<file path="src/rtl/stack_req_arbiter.sv">
// stack_req_arbiter: shares one stack command/response channel among N requesters.
// One transaction is outstanding at a time: IDLE -> ISSUE -> WAIT -> RESP -> IDLE.
// Arbitration is round-robin by default. Defining STACK_ARB_FIXED_PRIO_EN selects fixed
// priority (lowest eligible index wins) and removes the round-robin pointer.
module stack_req_arbiter #(
    parameter int unsigned N  = 4,
    parameter int unsigned DW = 8
) (
    input  logic                 clk,
    input  logic                 rst_n,
    input  logic [N-1:0]         req_valid,
    output logic [N-1:0]         req_ready,
    input  logic [2*N-1:0]       req_cmd,
    input  logic [N*DW-1:0]      req_data,
    output logic [N-1:0]         rsp_valid,
    input  logic [N-1:0]         rsp_ready,
    output logic [2*N-1:0]       rsp_cmd,
    output logic [N*DW-1:0]      rsp_data,
    output logic                 stk_valid,
    input  logic                 stk_ready,
    output logic [1:0]           stk_cmd,
    output logic [DW-1:0]        stk_data,
    input  logic                 stk_rsp_valid,
    output logic                 stk_rsp_ready,
    input  logic [1:0]           stk_rsp_cmd,
    input  logic [DW-1:0]        stk_rsp_data,
    output logic                 busy,
    output logic [$clog2(N)-1:0] grant_id,
    output logic                 rsp_err
);
    localparam int unsigned IW = $clog2(N);

    typedef enum logic [1:0] {StIdle, StIssue, StWait, StResp} state_e;

    state_e        state_q, state_d;
    logic [IW-1:0] grant_q;
    logic [1:0]    cmd_q, rcmd_q;
    logic [DW-1:0] data_q, rdata_q;
    logic          err_q;

    logic [N-1:0]  elig;
    logic          win_found;
    logic [IW-1:0] win_idx;
    logic [IW-1:0] rr_start;
    logic [1:0]    win_cmd;
    logic [DW-1:0] win_data;
    int unsigned   scan_idx;
    logic          accept;
    logic          rsp_done;

    assign accept   = (state_q == StIdle) && win_found;
    assign rsp_done = (state_q == StResp) && rsp_ready[grant_q];

`ifdef STACK_ARB_FIXED_PRIO_EN
    assign rr_start = '0;
`else
    logic [IW-1:0] rr_ptr_q;

    // Round-robin pointer: moves one past the requester whose response was just taken.
    always_ff @(posedge clk or negedge rst_n) begin
        if (!rst_n) begin
            rr_ptr_q <= '0;
        end else if (rsp_done) begin
            rr_ptr_q <= (grant_q == IW'(N - 1)) ? '0 : grant_q + IW'(1);
        end
    end

    assign rr_start = rr_ptr_q;
`endif

    // Eligibility and winner: first valid PUSH/POP at or after rr_start, with wrap.
    always_comb begin
        elig      = '0;
        win_found = 1'b0;
        win_idx   = '0;
        scan_idx  = 0;
        for (int unsigned i = 0; i < N; i++) begin
            elig[i] = req_valid[i] & ~req_cmd[2*i+1];
        end
        for (int unsigned k = 0; k < N; k++) begin
            scan_idx = (32'(rr_start) + k) % N;
            if (!win_found && elig[scan_idx[IW-1:0]]) begin
                win_found = 1'b1;
                win_idx   = scan_idx[IW-1:0];
            end
        end
    end

    // Select the winner's command and data slice for latching.
    always_comb begin
        win_cmd  = '0;
        win_data = '0;
        for (int unsigned i = 0; i < N; i++) begin
            if (IW'(i) == win_idx) begin
                win_cmd  = req_cmd[2*i +: 2];
                win_data = req_data[DW*i +: DW];
            end
        end
    end

    // State register.
    always_ff @(posedge clk or negedge rst_n) begin
        if (!rst_n) begin
            state_q <= StIdle;
        end else begin
            state_q <= state_d;
        end
    end

    // Next-state logic.
    always_comb begin
        state_d = state_q;
        unique case (state_q)
            StIdle:  if (win_found)     state_d = StIssue;
            StIssue: if (stk_ready)     state_d = StWait;
            StWait:  if (stk_rsp_valid) state_d = StResp;
            StResp:  if (rsp_done)      state_d = StIdle;
            default:                    state_d = StIdle;
        endcase
    end

    // Transaction registers: request on accept, response on stack handshake, error flag.
    always_ff @(posedge clk or negedge rst_n) begin
        if (!rst_n) begin
            grant_q <= '0;
            cmd_q   <= '0;
            data_q  <= '0;
            rcmd_q  <= '0;
            rdata_q <= '0;
            err_q   <= 1'b0;
        end else begin
            if (accept) begin
                grant_q <= win_idx;
                cmd_q   <= win_cmd;
                data_q  <= win_data;
            end
            if ((state_q == StWait) && stk_rsp_valid) begin
                rcmd_q  <= stk_rsp_cmd;
                rdata_q <= stk_rsp_data;
            end
            // Expected response is {1, issued_cmd[0]}; mismatches are flagged but forwarded.
            err_q <= (state_q == StWait) && stk_rsp_valid &&
                     (stk_rsp_cmd != {1'b1, cmd_q[0]});
        end
    end

    // Outputs decoded from state and latched values; req_ready is held low during reset.
    always_comb begin
        req_ready     = '0;
        rsp_valid     = '0;
        rsp_cmd       = '0;
        rsp_data      = '0;
        stk_valid     = (state_q == StIssue);
        stk_cmd       = stk_valid ? cmd_q : 2'b00;
        stk_data      = stk_valid ? data_q : '0;
        stk_rsp_ready = (state_q == StWait);
        busy          = (state_q != StIdle);
        grant_id      = grant_q;
        rsp_err       = err_q;
        if (accept && rst_n) begin
            req_ready[win_idx] = 1'b1;
        end
        for (int unsigned i = 0; i < N; i++) begin
            if ((state_q == StResp) && (IW'(i) == grant_q)) begin
                rsp_valid[i]          = 1'b1;
                rsp_cmd[2*i +: 2]     = rcmd_q;
                rsp_data[DW*i +: DW]  = rdata_q;
            end
        end
    end

endmodule

</file>
<file path="config.mk">
export PLATFORM = sky130hd
export DESIGN_NAME = stack_req_arbiter
export DESIGN_NICKNAME = d
export VERILOG_FILES = /design/src/rtl/stack_req_arbiter.sv
export SDC_FILE = /design/constraint.sdc
export NUM_CORES = 1
export LEC_CHECK = 0
export CORE_MARGIN = 5
export CORE_UTILIZATION = 40
export CTS_CLUSTER_SIZE = 20
export DETAILED_ROUTE_END_ITERATION = 16
export HOLD_SLACK_MARGIN = 0.15
export PLACE_DENSITY_LB_ADDON = 0.2
export SYNTH_ARGS = -nofsm -noshare
export SYNTH_HDL_FRONTEND = slang
export SYNTH_SLANG_ARGS = --single-unit
</file>
<file path="constraint.sdc">
create_clock -name clk -period 2.9 [get_ports clk]
set_input_delay 0.435 -clock clk [delete_from_list [all_inputs] [get_ports clk]]
set_output_delay 0.435 -clock clk [all_outputs]
set_load 0.01 [all_outputs]
</file>
Word level (Yosys, flattened, before mapping)

Index checks and enable logic that the tools add are counted.

Bits in registers: 27
Input bits: 62
Output and inout port bits: 64
Logic and storage cells: 112

Add/sub/neg operators: 4
$lt $le $gt $ge: 7
Eq/ne operators: 15
Multiplexer cells: 49
Bitwise logic cells: 8
Reduce and logical (&&, ||, !) cells: 21

Operators by type and width:

| operator                                                    | number |
|---|---|
| two-way mux 8 bit                                           | 9 |
| two-way mux 2 bit                                           | 18 |
| less-than comparator 2 x 3 -> 1 bit (second input constant) | 6 |
| two-way mux 1 bit                                           | 14 |
| logical AND 1 bit                                           | 13 |
| binary-select mux 1 bit (select 2 bit)                      | 5 |
| == test 2 bit (first input constant)                        | 4 |
| case mux 2 bit (4 select lines)                             | 1 |
| == test 2 bit (second input constant)                       | 3 |
| logical NOT 2 bit                                           | 3 |
| != test 2 bit (second input constant)                       | 3 |
| adder 2 x 1 -> 2 bit (second input constant)                | 2 |
| adder 2 bit (second input constant)                         | 2 |
| bitwise AND 1 bit                                           | 4 |
| == test 1 x 2 -> 1 bit (first input constant)               | 2 |
| two-way mux 4 bit                                           | 1 |
| NOT 1 bit                                                   | 4 |
| AND reduction 4 bit                                         | 1 |
| logical NOT 1 bit                                           | 3 |
| demux 1 bit (select 2 bit)                                  | 1 |
| == test 2 x 1 -> 1 bit (second input constant)              | 1 |
| >= comparator 2 x 1 -> 1 bit (second input constant)        | 1 |
| != test 2 x 1 -> 1 bit (second input constant)              | 1 |
| != test 2 bit                                               | 1 |
| nonzero test 2 bit                                          | 1 |

Depth between registers and ports, before layout

Depth in word-level cells: 19
Depth in mapped cells: 6
Depth with buffers taken out: 6

Worst setup path before layout

No wires, ideal clock.

Path type: input to output
Start point: input req_valid[1]
End point: output req_ready[0]
Arrival time: 1.439 ns
Data required time: 2.465 ns
Setup slack: 1.026 ns
Stages on the path: 4
Path buffers: 1
Cells stage by stage: nor2b_2 -> o311ai_4 -> buf_6 -> nor2b_1

Word-level cells in the longest chain between the ends: 18
Elaborated cells between the ends (all ways): 31
Classes of those cells: order compare (2); mux (19); bitwise (1); reduce/logical (9)

RTL lines:

| element                                                                                                   | line | source |
|---|---|---|
| start, declared                                                                                           | 11   | `input logic [N-1:0] req_valid,` |
| bitwise AND 1 bit *                                                                                       | 78   | `elig[i] = req_valid[i] & ~req_cmd[2*i+1];` |
| binary-select mux 1 bit (select 2 bit)                                                                    | 82   | `if (!win_found && elig[scan_idx[IW-1:0]]) begin` |
| two-way mux 1 bit (not written as such)                                                                   | 82   |  |
| two-way mux 1 bit                                                                                         | 82   |  |
| logical NOT 1 bit                                                                                         | 82   |  |
| logical AND 1 bit                                                                                         | 82   |  |
| two-way mux 1 bit                                                                                         | 82   |  |
| logical NOT 1 bit                                                                                         | 82   |  |
| (+2 left out)                                                                                             | -    |  |
| logical NOT 1 bit                                                                                         | 82   |  |
| logical AND 1 bit                                                                                         | 82   |  |
| two-way mux 2 bit                                                                                         | 82   |  |
| less-than comparator 2 x 3 -> 1 bit (not written as such) or >= comparator 2 x 1 -> 1 bit (tied branches) | 161  | `req_ready[win_idx] = 1'b1;` |
| logical AND 1 bit (not written as such)                                                                   | 161  |  |
| two-way mux 1 bit (not written as such)                                                                   | 161  |  |
| demux 1 bit (select 2 bit)                                                                                | 161  |  |
| two-way mux 4 bit *                                                                                       | 160  | `if (accept && rst_n) begin` |
| end, declared                                                                                             | 12   | `output logic [N-1:0] req_ready,` |

Mark *: on every way between the ends. The rest lies on a longest branch, timed or not. The select of a mux whose other input is x is not followed.

Worst setup path in the final report

Ends and elaborated chain as after synthesis.

==> impl_metrics.yaml <==
outcome:
  outcome: "finished clean"
synthesis:
  synth_top_area_share_pct: 34.6
  synth_top_cell_by_area: "dfrtp_1"
  synth_ff_type: "dfrtp_1"
  synth_edf_count: 0
  netlist_top_cells_count: "40 x and3_1, 27 x dfrtp_1, 18 x mux2i_1"
  ys_ff_latch: 27
  synth_cell_type_count: 36
  syn_avg_cell_area_um2: 9.77
  synth.area.top_cells: "dfrtp_1 35%, and3_1 13%, mux2i_1 9.2%, mux2_2 6.3%, ha_1 5.1%"
  synthArstFlopShare_pct: 100
  synth_nets: 270
  ys_warn_count: 0
  seq_area_frac_synth_pct: 34.6
  syn-cell-area_um2: 1950
  syn_inst: 200
  synth_most_common_cell: "and3_1"
drt:
  first_pass_iters: 4
  ant_nets: 0
  vias_per_cell: 5.15
  vias: 1982
  drtIter0Drc: 69
  drcViolationCount: 0
  wirelength_mm: 6.04
  wire_per_inst_um: 15.7
layout:
  fin_area_um2: 3290
  final_layout_size_suffix_gt1_share_pct: 8.18
  syn2layout_area_growth_pct: 68.5
  n_antenna_cell: 0
  final_nets: 389
  fillers: 402
  fin_cells: 385
  final_util_pct: 69.7
  multi_input_area_um2: 1170
  seq_area_um2: 676
global_route:
  grt_pass1_wl_mm: 9.63
  grt_remaining_overflow: 0
  antenna_found_initial: 0
  grtUsageTotal_pct: 18.7
  grt_pass1_vias: 2027
  grt_max_degree: 46
worst_setup_path:
  slowest_delay_ns: 0.54
  crit_path_max_fanout: 6
  crit_chain: "clkdlybuf4s50_1, nor2b_2, a21oi_1, o21ai_1, nand3_1, nor2b_1, clkdlybuf4s50_1"
  startpoint_type: "primary input"
  timing_worst_setup_path_type: "in -> out"
  cp.required_ns: 2.47
  arrival_ns: 2.30
  cp_slowest_cell: "clkdlybuf4s50_1"
  end_kind: "primary output"
  crit_top_cell: "clkdlybuf4s50_1"
die:
  io_pins: 126
  die_w_um: 79.9
  dieArea_um2: 6380
  die_h_um: 79.9
  rows: 25
  core_area_um2: 4720
  initial_core_util_pct: 41.4
pwr:
  ir_worst_vdd_v: 0.000327
  p_per_area_nw_per_um2: 729
  p_leak_nw: 1.53
sta:
  worst_clock_skew_ns: 0.00377
  worst-slew-pin-transition_ns: 0.454
  holdWs_ns: 0.493
  tns_ns: 0
  finalCriticalPeriod_ns: 2.74
  finalSetupViolations: 0
  rsz0062_at_grt: "false"
  finalHoldViolCount: 0
  finalCritPeriodShare_pct: 94.4
  relSlewSlack_pct: 69.7
  drv_slew: 0
  clock.fmax_ghz: 0.365
clock_tree:
  ctsResizeCount: 0
  clk_path_buf_depth: 2
  cts_hold_buf: 0
  cts_tree: "yes"
  clock_latency_ns: 0.27
  clk_pin_slew_ns: 0.09
  post-cts-setup-buffer-count: 0
  cts_made_buffers: 3
  clock-sinks: 27
  htree_levels: 1
  root_buffer: "clkbuf_8"
place:
  gp_congestion: 0.822
  port_buffers: 125
  placed_area_um2: 3240
  dp_hpwl_mm: 4.90
  place_inst: 381
min_path:
  hp-class: "reg -> reg"
job:
  maxCapViolations: 0
layout by cell type, fill, tap and decap left out, types with 2 or more instances in the layout:
master / Yosys / routed
o31ai_1: 2 / 2
a21oi_2: 2 / 2
mux2i_1: 18 / 18
nand2b_1: 5 / 5
buf_4: 0 / 4
inv_1: 7 / 7
nor2b_1: 2 / 2
a21oi_1: 2 / 2
o21ai_1: 3 / 3
clkbuf_8: 0 / 3
ha_1: 8 / 8
mux2_2: 11 / 11
and2_1: 15 / 15
o221ai_1: 9 / 9
clkdlybuf4s50_1: 0 / 125
and3_1: 40 / 40
dfrtp_1: 27 / 27
nand2_1: 15 / 15
nor2_1: 3 / 3
metrics by stage:
stage,setup WS (ns),power (mW)
after global placement,0.233,2.15
after global routing,0.0423,2.58
after detailed placement,0.174,2.20
final,0.162,2.40
after floorplan,1.03,1.54
after CTS,0.163,2.42
path summary, 6_finish.rpt:
check | start | endpoint | slack (ns) | depth (start not counted)
max in group asynchronous | rst_n | data_q[1] | 1.99 | 2
min in group asynchronous | rst_n | state_q[0] | 0.65 | 2
hold / removal | data_q[1] | data_q[1] | 0.49 | 2
setup / recovery | req_valid[1] | req_ready[0] | 0.16 | 7
hold reg to reg | data_q[1] | data_q[1] | 0.49 | 2
setup reg to reg | rr_ptr_q[1] | data_q[3] | 1.03 | 6
registers in the layout (all words and copies together) (netlist names):
name      cells
data_q        8
rdata_q       8
cmd_q         2
grant_id      2
rcmd_q        2
rr_ptr_q      2
state_q       2
rsp_err       1
report_power, final:
part	switching, mW	internal (mW)
sequential	0.183	0.555
combinational	0.668	0.774
clock	0.119	0.0975
total	0.971	1.43
final cells by class:
type                            count  area share, %
Clock buffer                        3           1.25
Timing Repair Buffer              129           38.9
Inverter                            7          0.798
Sequential cell                    27           20.5
Multi-Input combinational cell    151           35.7
Clock inverter                      1          0.228
Tap cell                           67           2.55
per-layer routing:
layer	GRT usage, %	vias to the layer above	routed length (um)
li1	-	953	-
met1	21.9	926	2380
met2	34.6	101	2990
met3	4.97	2	656
met4	2.87	0	19
met5	0	-	0
cell families after synthesis:
logic type / count (synthesis) / share of synthesized area, %
compound gates: 25 / 11.4
xor+xnor: 1 / 0.449
fa+ha+maj: 8 / 5.13
buf+inv: 22 / 5.25
flops: 27 / 34.6
mux: 31 / 17.5
simple gates: 86 / 25.7
worst max-delay path: cells and delay by family:
kind | cells | cell delay, ns
and+or+nand+nor | 3 | 0.57
AOI/OAI and AO/OA | 2 | 0.31
buffers and inverters | 2 | 1.00
Power figures use the tool's default switching activity.
